--- config.mk ---
export PLATFORM = sky130hd
export DESIGN_NAME = denise_sprites_shifter_flat
export DESIGN_NICKNAME = d
export VERILOG_FILES = /design/src/rtl/denise_sprites_shifter_if.sv /design/src/rtl/denise_sprites_shifter.sv /design/src/flat_wrapper.sv
export SDC_FILE = /design/constraint.sdc
export NUM_CORES = 1
export LEC_CHECK = 0
export ABC_CLOCK_PERIOD_IN_PS = 1750
export CAP_MARGIN = 20
export CORE_MARGIN = 3
export CORE_UTILIZATION = 45
export DETAILED_ROUTE_END_ITERATION = 8
export PLACE_DENSITY = 0.78
export SETUP_SLACK_MARGIN = 0.3
export SLEW_MARGIN = 20
export SYNTH_ARGS = -nofsm -noshare
export SYNTH_HDL_FRONTEND = slang
export SYNTH_SLANG_ARGS = --single-unit
--- constraint.sdc ---
create_clock -name clk -period 1.75 [get_ports clk]
set_input_delay 0.35 -clock clk [delete_from_list [all_inputs] [get_ports clk]]
set_output_delay 0.35 -clock clk [all_outputs]
set_load 0.1 [all_outputs]
--- src/rtl/denise_sprites_shifter_if.sv ---
// denise_sprites_shifter_if: register bus and pixel outputs of one sprite shifter.
interface denise_sprites_shifter_if;
    logic        clk7_en;
    logic        aen;
    logic [1:0]  address;
    logic [8:0]  hpos;
    logic [15:0] fmode;
    logic [48:0] chip48;
    logic [15:0] data_in;
    logic [1:0]  sprdata;
    logic        attach;
    modport master (
        output clk7_en, aen, address, hpos, fmode, chip48, data_in,
        input  sprdata, attach
    );
    modport slave (
        input  clk7_en, aen, address, hpos, fmode, chip48, data_in,
        output sprdata, attach
    );
endinterface

--- src/rtl/denise_sprites_shifter.sv ---
// denise_sprites_shifter: one sprite's POS/CTL/DATA/DATB registers and 64-bit pixel shifters.
// Define SPR_WIDE_FETCH_EN for fmode-dependent 16/32/64-bit latch fills.
module denise_sprites_shifter (
    input logic clk,
    input logic reset,
    denise_sprites_shifter_if.slave bus
);
    logic [8:0]  hstart;
    logic        attach_q;
    logic        armed;
    logic [63:0] lat_a, lat_b, sh_a, sh_b, fill;
    logic        load;
    logic        unused;
`ifdef SPR_WIDE_FETCH_EN
    assign fill = &bus.fmode[3:2] ? {bus.data_in, bus.chip48[47:0]}
                : |bus.fmode[3:2] ? {bus.data_in, bus.chip48[47:32], 32'h0}
                : {bus.data_in, 48'h0};
    assign unused = ^{bus.fmode[15:4], bus.fmode[1:0], bus.chip48[48]};
`else
    assign fill = {bus.data_in, 48'h0};
    assign unused = ^{bus.fmode, bus.chip48};
`endif
    // Load compares against pre-write hstart/armed; same-edge writes land afterwards.
    assign load = armed && bus.hpos == hstart;
    always_ff @(posedge clk) begin
        if (reset) begin
            hstart   <= '0;
            attach_q <= 1'b0;
            armed    <= 1'b0;
            lat_a    <= '0;
            lat_b    <= '0;
            sh_a     <= '0;
            sh_b     <= '0;
        end else if (bus.clk7_en) begin
            sh_a <= load ? lat_a : sh_a << 1;
            sh_b <= load ? lat_b : sh_b << 1;
            if (bus.aen) begin
                case (bus.address)
                    2'd0: hstart[8:1] <= bus.data_in[7:0];
                    2'd1: begin
                        hstart[0] <= bus.data_in[0];
                        attach_q  <= bus.data_in[7];
                        armed     <= 1'b0;
                    end
                    2'd2: begin
                        lat_a <= fill;
                        armed <= 1'b1;
                    end
                    default: lat_b <= fill;
                endcase
            end
        end
    end
    assign bus.sprdata = {sh_b[63], sh_a[63]};
    assign bus.attach  = attach_q;
endmodule

--- src/flat_wrapper.sv ---
// flat-port wrapper written by rule: the top's interface ports become plain ports
module denise_sprites_shifter_flat 
  (clk, reset, bus_clk7_en, bus_aen, bus_address, bus_hpos, bus_fmode, bus_chip48, bus_data_in, bus_sprdata, bus_attach);
  denise_sprites_shifter_if bus_i ();
  input logic clk;
  input logic reset;
  input wire logic [$bits(bus_i.clk7_en)-1:0] bus_clk7_en;
  input wire logic [$bits(bus_i.aen)-1:0] bus_aen;
  input wire logic [$bits(bus_i.address)-1:0] bus_address;
  input wire logic [$bits(bus_i.hpos)-1:0] bus_hpos;
  input wire logic [$bits(bus_i.fmode)-1:0] bus_fmode;
  input wire logic [$bits(bus_i.chip48)-1:0] bus_chip48;
  input wire logic [$bits(bus_i.data_in)-1:0] bus_data_in;
  output wire logic [$bits(bus_i.sprdata)-1:0] bus_sprdata;
  output wire logic [$bits(bus_i.attach)-1:0] bus_attach;
  assign bus_i.clk7_en = bus_clk7_en;
  assign bus_i.aen = bus_aen;
  assign bus_i.address = bus_address;
  assign bus_i.hpos = bus_hpos;
  assign bus_i.fmode = bus_fmode;
  assign bus_i.chip48 = bus_chip48;
  assign bus_i.data_in = bus_data_in;
  assign bus_sprdata = bus_i.sprdata;
  assign bus_attach = bus_i.attach;
  denise_sprites_shifter u_core (.clk(clk), .reset(reset), .bus(bus_i));
endmodule
Word level (Yosys, flattened, before mapping)

Index checks and enable logic that the tools add are counted.

Equality and inequality tests: 3
Muxes and demuxes: 3
Bitwise logic cells: 1
Reductions and logical operators: 9

Operators by type and width:

| operator           | count |
|---|---|
| $mux 64            | 2 |
| $reduce_and 3->1   | 5 |
| $eq 9x9->1         | 1 |
| $reduce_or 3->1    | 1 |
| $eq 2x1->1 const B | 1 |
| $eq 2x2->1 const B | 1 |
| $logic_not 2->1    | 1 |
| $pmux 1 s2         | 1 |
| $reduce_bool 2->1  | 1 |
| $logic_and 1x1->1  | 1 |
| $not 1->1          | 1 |

Bits in registers: 171
Input bits: 96
Output and inout bits: 3
Word-level logic and storage cells: 24

Longest topological paths before layout

Word-level depth: 4
Depth in mapped cells: 7
Depth with buffers taken out: 5

Worst setup path after synthesis

No wires, ideal clock.

Kind: input-to-reg
Start: in bus_hpos[2]
End: reg u_core.sh_a[49]
Setup time: 0.086 ns
Arrival time: 1.380 ns
Data required time: 1.664 ns
Setup slack: 0.284 ns
Stages on the path: 5
Buffers on the path: 1
Cell sequence: xnor2_1 -> nand4_2 -> clkbuf_1 -> o31a_1 -> a211oi_1

Word-level cells in the longest chain between the ends: 3

RTL lines:

| item                 | line                         | text |
|---|---|---|
| start, declared      | flat_wrapper.sv:10           | `input wire logic [$bits(bus_i.hpos)-1:0] bus_hpos;` |
| $eq 9x9->1           | denise_sprites_shifter.sv:24 | `assign load = armed && bus.hpos == hstart;` |
| $logic_and 1x1->1    | denise_sprites_shifter.sv:24 |  |
| $mux 64              | denise_sprites_shifter.sv:35 | `sh_a <= load ? lat_a : sh_a << 1;` |
| end signal, assigned | denise_sprites_shifter.sv:35 |  |
| end, declared        | denise_sprites_shifter.sv:11 | `logic [63:0] lat_a, lat_b, sh_a, sh_b, fill;` |

Every way passes these cells.
A chain may end at the register's enable or synchronous reset.

Worst setup path after layout

Start: reg u_core.hstart[0]
End: reg u_core.sh_b[60]

Word-level cells in the longest chain between the ends: 3

RTL lines:

| item                   | line                         | text |
|---|---|---|
| start, declared        | denise_sprites_shifter.sv:8  | `logic [8:0] hstart;` |
| start signal, assigned | denise_sprites_shifter.sv:41 | `hstart[0] <= bus.data_in[0];` |
| $eq 9x9->1             | denise_sprites_shifter.sv:24 |  |
| $logic_and 1x1->1      | denise_sprites_shifter.sv:24 |  |
| $mux 64                | denise_sprites_shifter.sv:36 | `sh_b <= load ? lat_b : sh_b << 1;` |
| end signal, assigned   | denise_sprites_shifter.sv:36 |  |
| end, declared          | denise_sprites_shifter.sv:11 |  |

Every way passes these cells.

==> impl_metrics.py <==
metrics = {
    "setup_path": {
        "critPathKind": "flip-flop to flip-flop",
        "cp.required_ns": 1.99,
        "critPathBufInv": 3,
        "cpPeakStageDelay_ns": 0.34,
        "reg2reg_depth": 7,
        "crit_cells": 7,
        "end_kind": "flip-flop",
        "cpMaxStageDelayCell": "dfxtp_2",
        "crit_arrival_ns": 1.98,
        "path_cells": "xnor2_2 > nand4_1 > buf_6 > buf_12 > buf_16 > o31ai_2 > a211oi_2",
        "cp-start-kind": "flip-flop",
        "critPathTopFamily": "buffers and inverters",
        "cp_max_fo": 7,
        "r2r_slack_ns": 0.01,
    },
    "floorplan": {
        "dieArea_um2": 8770,
        "floorplan.die.height_um": 93.7,
        "die_w_um": 93.7,
        "rows": 31,
        "start_util_pct": 46.9,
        "num_io_pins": 99,
        "core_area_um2": 7370,
    },
    "timing": {
        "hold_violations": 0,
        "clock_skew_ns": 0.0139,
        "period_share_pct": 99.1,
        "slew_violations": 0,
        "relSlewSlack_pct": 70.9,
        "setup_tns_ns": 0,
        "period_minus_slack_ns": 1.74,
        "setup_viol": 0,
        "clock.fmax_ghz": 0.576,
        "whs_ns": 0.458,
        "rsz0062_at_grt": "yes",
        "tightestPinTransition_ns": 0.437,
    },
    "power": {
        "p_sw_mw": 1.11,
        "p_int_mw": 2.86,
        "total_power_mw": 3.97,
        "ir_drop_mv": 0.620,
        "p_clk_share_pct": 35.8,
        "p_sw_share_pct": 28.0,
        "combPwrFrac_pct": 18.0,
        "p_seq_share_pct": 46.2,
        "p_leak_nw": 1.81,
        "p_per_area_nw_per_um2": 747,
    },
    "yosys": {
        "yosys_register_bits": 75,
        "ys_types": 21,
        "ys_seq_area_share_pct": 43.4,
        "yosys-top-cells-count": "dfxtp_1, nand2_1, nor2_1, nand3_1, a21oi_1",
        "syn_inst": 421,
        "synth.avg_cell_area_um2": 8.21,
        "yosysMostFrequentCell": "dfxtp_1",
        "yosysWarnings": 0,
        "synth_edf_count": 0,
        "synth_largest_area_cell": "dfxtp_1",
        "synth_ff_type": "dfxtp_1",
        "async_flop_share_pct": 0,
        "synth_area_um2": 3460,
        "synth_area_leaders": "dfxtp_1, o31a_1, nand2_1",
        "synth_top_area_share_pct": 43.4,
        "syn_nets": 521,
    },
    "clock_tree": {
        "h-tree-depth": 3,
        "clk_pin_slew_ns": 0.08,
        "cts_root_buf": "clkbuf_8",
        "cts_made_buffers": 9,
        "cts.path.max_buffers": 2,
        "cts_hold_buf": 0,
        "cts_tree": "yes",
        "clock-sinks": 75,
        "clkLatencyLatePin_ns": 0.37,
    },
    "routing": {
        "routedWlPerCell_um": 24.4,
        "antenna_left": 0,
        "wl_mm": 13.7,
        "top_layer": "met4",
        "drt_iter0_markers": 663,
        "vias": 3766,
        "viasPerCell": 6.71,
        "wl_met3_mm": 1.25,
        "drtPass1Iterations": 5,
        "drc": 0,
        "drt-met1-wl_mm": 4.80,
        "wl_met2_mm": 6.75,
    },
    "grt": {
        "grt_pass1_vias": 3462,
        "grt.total_usage_pct": 26.4,
        "antenna_found_initial": 0,
        "grt_max_degree": 76,
        "grt_pass1_wl_mm": 17.7,
        "overflow": 0,
    },
    "hold_path": {
        "hold-path-cell-count": 2,
        "hold_path.class": "flip-flop to flip-flop",
    },
    "placement": {
        "port-buffer-count": 33,
        "finalWeightedCongestion": 0.741,
        "hpwl_mm": 5.05,
    },
    "run_status": {
        "outcome": "completed",
    },
    "final_layout": {
        "diodes": 0,
        "n_fill_cell": 435,
        "area_delta_synth_final_pct": 53.7,
        "layout-drive-gt1-share_pct": 30.3,
        "final_nets": 559,
    },
    "job": {
        "drv_cap": 0,
    },
}
[registers in the layout, indices dropped and copies added (netlist names)]
name,flops
u_core.hstart,9
u_core.sh_a,16
u_core.sh_b,16
u_core.bus.attach,1
u_core.lat_a,16
u_core.lat_b,16
u_core.armed,1
[power by group through the flow]
stage / sequential (mW) / combinational, mW / clock (mW)
after floorplan: 1.84 / 0.270 / 0
after global placement: 1.84 / 0.434 / 0
after detailed placement: 1.84 / 0.444 / 0
after CTS: 1.82 / 0.577 / 1.38
after global routing: 1.84 / 0.739 / 1.48
final: 1.84 / 0.715 / 1.42
[worst paths after layout]
kind                                                      end                     startpoint
worst min register to register  u_core.lat_a[56]$_SDFFE_PP0P_  u_core.lat_a[56]$_SDFFE_PP0P_
worst min-delay path            u_core.lat_a[56]$_SDFFE_PP0P_  u_core.lat_a[56]$_SDFFE_PP0P_
worst max register to register   u_core.sh_b[60]$_SDFFE_PP0P_  u_core.hstart[0]$_SDFFE_PP0P_
worst max-delay path             u_core.sh_b[60]$_SDFFE_PP0P_  u_core.hstart[0]$_SDFFE_PP0P_
[metrics by stage]
step	setup slack, ns	instance area (um2)	util (%)	std cells
after detailed placement	-0.348	3980	54.0	523
after floorplan	0.298	3470	-	421
after CTS	0.125	4870	66.1	553
after global routing	-0.0178	5320	72.1	561
after global placement	-0.289	3980	54.0	523
final	0.0149	5320	72.1	561
[layout make-up]
class | instances | area (um2) | share of cell area [%]
Clock inverter | 2 | 35.0 | 0.659
Tap cell | 99 | 124 | 2.33
Multi-Input combinational cell | 299 | 2400 | 45.1
Sequential cell | 75 | 1510 | 28.5
Inverter | 2 | 7.51 | 0.141
Clock buffer | 12 | 165 | 3.11
Timing Repair Buffer | 72 | 1080 | 20.2
[logic make-up (layout without fill, tap and decap cells)]
family / Yosys count / count (layout) / synth area share, %
xor+xnor: 9 / 9 / 2.28
mux: 11 / 11 / 3.18
compound gates: 124 / 124 / 25.5
flops: 75 / 75 / 43.4
simple gates: 151 / 151 / 18.5
fa+ha+maj: 4 / 4 / 1.45
buf+inv: 47 / 88 / 5.64
[tightest hold or removal path, stage by stage (launching register included)]
cell and delay [ns]:
dfxtp_1 0.31, nand2_1 0.05, a21oi_1 0.05
[placed cells by master (no fill, tap or decap), types with 6 or more instances in the layout]
cell type,synthesis,routed
o31a_1,30,30
dlygate4sd2_1,0,9
dfxtp_1,75,66
nand2_1,67,66
nand3_1,35,34
buf_6,0,7
clkdlybuf4s50_1,0,18
clkbuf_8,0,12
a211oi_2,0,27
buf_4,2,6
dfxtp_2,0,9
o31ai_4,0,27
xnor2_2,0,7
buf_12,0,16
mux2i_1,11,10
nor2_1,41,41
buf_16,0,10
a21oi_1,34,32
[what timing repair did]
action                     4_1_cts  5_1_grt
buffers inserted                 6        5
gates cloned                    10        3
setup endpoints to repair       40       50
gates resized for setup         84       55
pin swaps                       43       58
[layer usage]
metal | vias to the layer above | track usage [%]
met1 | 1790 | 30.8
li1 | 1586 | -
met3 | 91 | 5.45
met2 | 299 | 44.6
met5 | - | 0
met4 | 0 | 15.3
Power figures use the tool's default switching activity.
